===== config.mk =====
export PLATFORM = sky130hd
export DESIGN_NAME = arb_mux_2x1
export DESIGN_NICKNAME = d
export VERILOG_FILES = /design/src/rtl/arb_mux_pkg.sv /design/src/rtl/rr_arb_2.sv /design/src/rtl/arb_mux_2x1.sv
export SDC_FILE = /design/constraint.sdc
export NUM_CORES = 1
export LEC_CHECK = 0
export BUFFER_PORTS_ARGS = -buffer_cell sky130_fd_sc_hd__buf_2
export CELL_PAD_IN_SITES_DETAIL_PLACEMENT = 0
export CELL_PAD_IN_SITES_GLOBAL_PLACEMENT = 1
export CORE_MARGIN = 4
export CORE_UTILIZATION = 30
export CTS_BUF_LIST = sky130_fd_sc_hd__clkbuf_16
export CTS_CLUSTER_SIZE = 14
export DETAILED_ROUTE_END_ITERATION = 6
export PLACE_DENSITY_LB_ADDON = 0.05
export SLEW_MARGIN = 20
export SYNTH_ARGS = -nofsm -noshare
export SYNTH_HDL_FRONTEND = slang
export SYNTH_SLANG_ARGS = --single-unit

===== constraint.sdc =====
create_clock -name clk -period 1.5 [get_ports clk]
set_clock_uncertainty 0.15 [all_clocks]
set_input_delay 0.15 -clock clk [delete_from_list [all_inputs] [get_ports clk]]
set_output_delay 0.15 -clock clk [all_outputs]
set_load 0.1 [all_outputs]

===== src/rtl/arb_mux_pkg.sv =====
// Shared types and constants for the two-input arbitrating output register.
// Optional per-input transfer counters are enabled with ARB_MUX_CNT_EN.
package arb_mux_pkg;

    typedef enum logic {
        EMPTY = 1'b0,
        FULL  = 1'b1
    } state_t;

    localparam int CNT_W = 16;
    localparam logic [CNT_W-1:0] CNT_MAX = {CNT_W{1'b1}};

endpackage


===== src/rtl/rr_arb_2.sv =====
// Two-way round-robin arbiter; the last pointer moves only on an accepted grant.
// Reset leaves last=1 so requester 0 wins the first tie.
module rr_arb_2
    import arb_mux_pkg::*;
(
    input  logic       clk,
    input  logic       rst,
    input  logic [1:0] req,
    input  logic       adv,
    output logic [1:0] gnt
);

    logic last;

    always_comb begin
        gnt = 2'b00;
        unique case (req)
            2'b01:   gnt = 2'b01;
            2'b10:   gnt = 2'b10;
            2'b11:   gnt = last ? 2'b01 : 2'b10;
            default: gnt = 2'b00;
        endcase
    end

    always_ff @(posedge clk) begin
        if (rst)
            last <= 1'b1;
        else if (adv)
            last <= gnt[1];
    end

endmodule


===== src/rtl/arb_mux_2x1.sv =====
// Two-requester round-robin mux feeding a one-entry valid/ready output register.
// Define ARB_MUX_CNT_EN to add saturating per-input transfer counters cnt0/cnt1.
module arb_mux_2x1
    import arb_mux_pkg::*;
#(
    parameter int WIDTH = 8
) (
    input  logic             clk,
    input  logic             rst,
    input  logic [WIDTH-1:0] din0,
    input  logic [WIDTH-1:0] din1,
    input  logic             vld0,
    input  logic             vld1,
    output logic             rdy0,
    output logic             rdy1,
    output logic [WIDTH-1:0] dout,
    output logic             vout,
    input  logic             rdy_in,
    output logic             s
`ifdef ARB_MUX_CNT_EN
    ,
    output logic [CNT_W-1:0] cnt0,
    output logic [CNT_W-1:0] cnt1
`endif
);

    state_t     state;
    state_t     state_nxt;
    logic [1:0] gnt;
    logic       open;
    logic       take;

    // Reset masks the readies so nothing is accepted in a reset cycle.
    assign open = (state == EMPTY) || rdy_in;
    assign rdy0 = !rst && open && gnt[0];
    assign rdy1 = !rst && open && gnt[1];
    assign take = rdy0 || rdy1;
    assign vout = (state == FULL);

    rr_arb_2 u_arb (
        .clk (clk),
        .rst (rst),
        .req ({vld1, vld0}),
        .adv (take),
        .gnt (gnt)
    );

    always_comb begin
        state_nxt = state;
        unique case (state)
            EMPTY: if (take) state_nxt = FULL;
            FULL: begin
                if (take)
                    state_nxt = FULL;
                else if (rdy_in)
                    state_nxt = EMPTY;
            end
            default: state_nxt = EMPTY;
        endcase
    end

    always_ff @(posedge clk) begin
        if (rst)
            state <= EMPTY;
        else
            state <= state_nxt;
    end

    always_ff @(posedge clk) begin
        if (rst) begin
            dout <= '0;
            s    <= 1'b0;
        end else if (take) begin
            dout <= rdy1 ? din1 : din0;
            s    <= rdy1;
        end
    end

`ifdef ARB_MUX_CNT_EN
    always_ff @(posedge clk) begin
        if (rst) begin
            cnt0 <= '0;
            cnt1 <= '0;
        end else begin
            if (rdy0 && cnt0 != CNT_MAX)
                cnt0 <= cnt0 + 1'b1;
            if (rdy1 && cnt1 != CNT_MAX)
                cnt1 <= cnt1 + 1'b1;
        end
    end
`endif

endmodule


==> results.md <==
- Top Metal Used: met4
- Slew at the pin closest to its max-slew limit: about 480 ps
- Fin crit period: 1526 ps
- Fin. Hold Viols: 0
- Largest net degree at the start of global routing: 11
- Cells along the critical path: inv_2 -> a2111oi_4 -> buf_12
- Post-layout util: 51.15%
- Avg Vias per Cell: 5.321
- MaxCap Viol Count: 0
- Routed wl met3: between 100 and 150 um
- Syn_nets: 89
- Post-route design area: between 0.001 and 0.0015 mm^2
- CTS Sinks: 11
- Die height: 53.30 um
- Crit path kind: reg2out
- RSZ-0062 raised after global routing: yes
- Slowest stage delay, CP: roughly 370 ps
- Drc violations: 0
- CP max stage cell: a2111oi_4
- First-pass GRT wire length: 2.911 mm
- Worst-case clock buffer depth: 2
- Nets: 129
- Wire per inst: about 14 um
- Htree depth: 1
- Vias: slightly above 700
- Crit end category: output pin
- Status: finished, violations left
- Synthesized flop and latch total: 11
- Core Footprint: between 0.0015 and 0.002 mm^2
- Met2 WL post-DR: roughly 920 um
- Synthesized area per cell: 9.053 um^2
- Max Clock Freq: between 0.6 and 0.7 GHz
- Max VDD drop: about 0.0009 V
- Die outline width: about 53 um
- Initial antenna violation count: 0
- Full die area: roughly 0.0028 mm^2
- Input/output buffers: 32
- Inserted Diodes: 0
- Post-Syn Instances: slightly below 70
- Leading area contributor after synthesis: dfxtp_1
- Post-route setup slack: -26.22 ps
- Worst path required time: roughly 1200 ps
- Crit path launch: u_arb.last
- Final period utilization: 101.7%
- Worst skew pair latency: ~230 ps
- Ys Warns: 0
- Sum Neg Setup Slack: -44.66 ps
- Crit start category: flip-flop
- Area share of the largest cell type after synthesis: 35.77%
- Worst slew margin: around two thirds
- Cell Pwr Density: about 1200 mW/mm^2
- Global Route Usage Sum: between 10 and 15%
- Starting Density: 31.38%
- CTS root buf: clkbuf_16
- Initial DRC count: 13
- Area delta synth->final: 63.01%
- Reg2Reg Launch Point: u_arb.last
- Synth cell types: 21
- Total wire length after detailed routing: roughly 1.9 mm
- Grt total ovfl: 0
- Top-Level Pins: 33
- Sequential share of the synthesized area: a little over a third
- Worst-path maximum fanout: 3
- Std cell rows: 16
- Vias in the first global route: 656
- Tightest Hold Check Type: in2reg
- Setup violators final: 2
- Final Max Slew Viols: 0
- Dominant cells by area after synthesis: dfxtp_1, a311oi_1, o31ai_1
- Cell area after synthesis: around 620 um^2
- Post-route ant nets: 0
- Hpwl dp: around 1.4 mm
- Static leakage: 0.4316 nW
- Hold Buf Count CTS: 0
- Pre-antenna DRT Iters: 4
- Share of cells above drive strength 1: 52.34%
- Gpl congestion: around 0.72
- WP data arrival: 1230 ps
- M1 wire length: 803 um
- Clock transition at path regs: 40 ps
- Failing checks: negative setup slack
- Area post-placement: around 880 um^2
- Hold_sp: din0[6]
- Num CTS Buffers: 3
- CTS tree: done
-- kinds of logic (layout without fill, tap and decap cells) --
kind of cell / Yosys count / in the layout / share of synthesized area, %
AND/OR/NAND/NOR: 14 / 14 / 14.43
flip-flops: 11 / 11 / 35.77
buffers and inverters: 13 / 52 / 11.38
AO/OA/AOI/OAI: 30 / 30 / 38.42
-- per-stage QoR --
| stage | hold WS [ps] | power [mW] | instances | worst slack (ps) |
|---|---|---|---|---|
| final | 42.55 | 1.197 | 134 | -26.22 |
| after global routing | 52.19 | 1.245 | 134 | -76.28 |
| after CTS | 40.07 | 1.208 | 133 | -50.59 |
| after detailed placement | 285.5 | 0.7108 | 126 | 69.91 |
| after global placement | 287.0 | 0.7101 | 126 | 85.06 |
| after floorplan | 165.1 | 0.6220 | 68 | -868.0 |
-- cells in the mapped netlist (all sizes together) --
cell and n:
o31ai 8, nand2b 1, nor2b 1, nand4 8, a21boi 1, and3 1, a31oi 8, nand2 1
nor3 1, dfxtp 11, clkbuf 3, or2 1, o221ai 1, a2111oi 1, a311oi 8, buf 7
o21bai 1, o21a 1, inv 3, a21bo 1
-- cell usage in the layout (no fill, tap or decap), drive strengths merged --
master   synthesis  layout
nand2            1       1
inv              3       4
and3             1       1
or2              1       1
o221ai           1       1
buf              7      45
nand4            8       8
nor2b            1       1
nor3             1       1
o31ai            8       8
o21bai           1       1
dfxtp           11      11
nand2b           1       1
a311oi           8       8
a21boi           1       1
clkbuf           3       3
a21bo            1       1
o21a             1       1
a2111oi          1       1
a31oi            8       8
-- final cells by class --
cell class / count / area, um^2
clock buffers: 3 / 75.07
clock inverters: 1 / 3.754
fillers: 211 / 958.4
inverters: 3 / 11.26
multi-input cells: 44 / 362.8
flip-flops and latches: 11 / 225.2
well taps: 27 / 33.78
repair buffers: 45 / 291.5
-- metal layers --
layer  vias to the layer above  GRT usage (%)
li1                        360              -
met1                       327          16.47
met2                        24          24.49
met3                         2          3.944
met4                         0          2.553
met5                         -              0
-- repair_timing --
| item | in CTS | in global routing |
|---|---|---|
| endpoints found under the setup margin | 2 | 2 |
| cloned | 0 | 0 |
| gates resized for setup | 4 | 0 |
| setup buffers | 3 | 1 |
| pin swaps | 3 | 1 |
-- final timing paths --
| check | end | cells after the start | slack, ps |
|---|---|---|---|
| setup / recovery | rdy0 | 3 | -30 |
| hold / removal | dout[6] | 3 | 40 |
| setup reg to reg | u_arb.last | 5 | 100 |
| hold reg to reg | s | 2 | 310 |
-- report_power, final --
group	total (mW)	switching [mW]	leakage [nW]	internal (mW)
clock	0.480	0.130	0.0423	0.350
sequential	0.329	0.0116	0.0911	0.317
combinational	0.388	0.277	0.298	0.111
-- sequential cells by signal (all words and copies together) (netlist names) --
signal / cells
dout: 8
s: 1
u_arb.last: 1
vout: 1
-- worst max-delay path, delay by kind of cell (launching register included) --
kind / cells / cell delay, ps
flops: 1 / 350
compound gates: 1 / 370
buf+inv: 2 / 270
(Power assumes the default switching activity.)
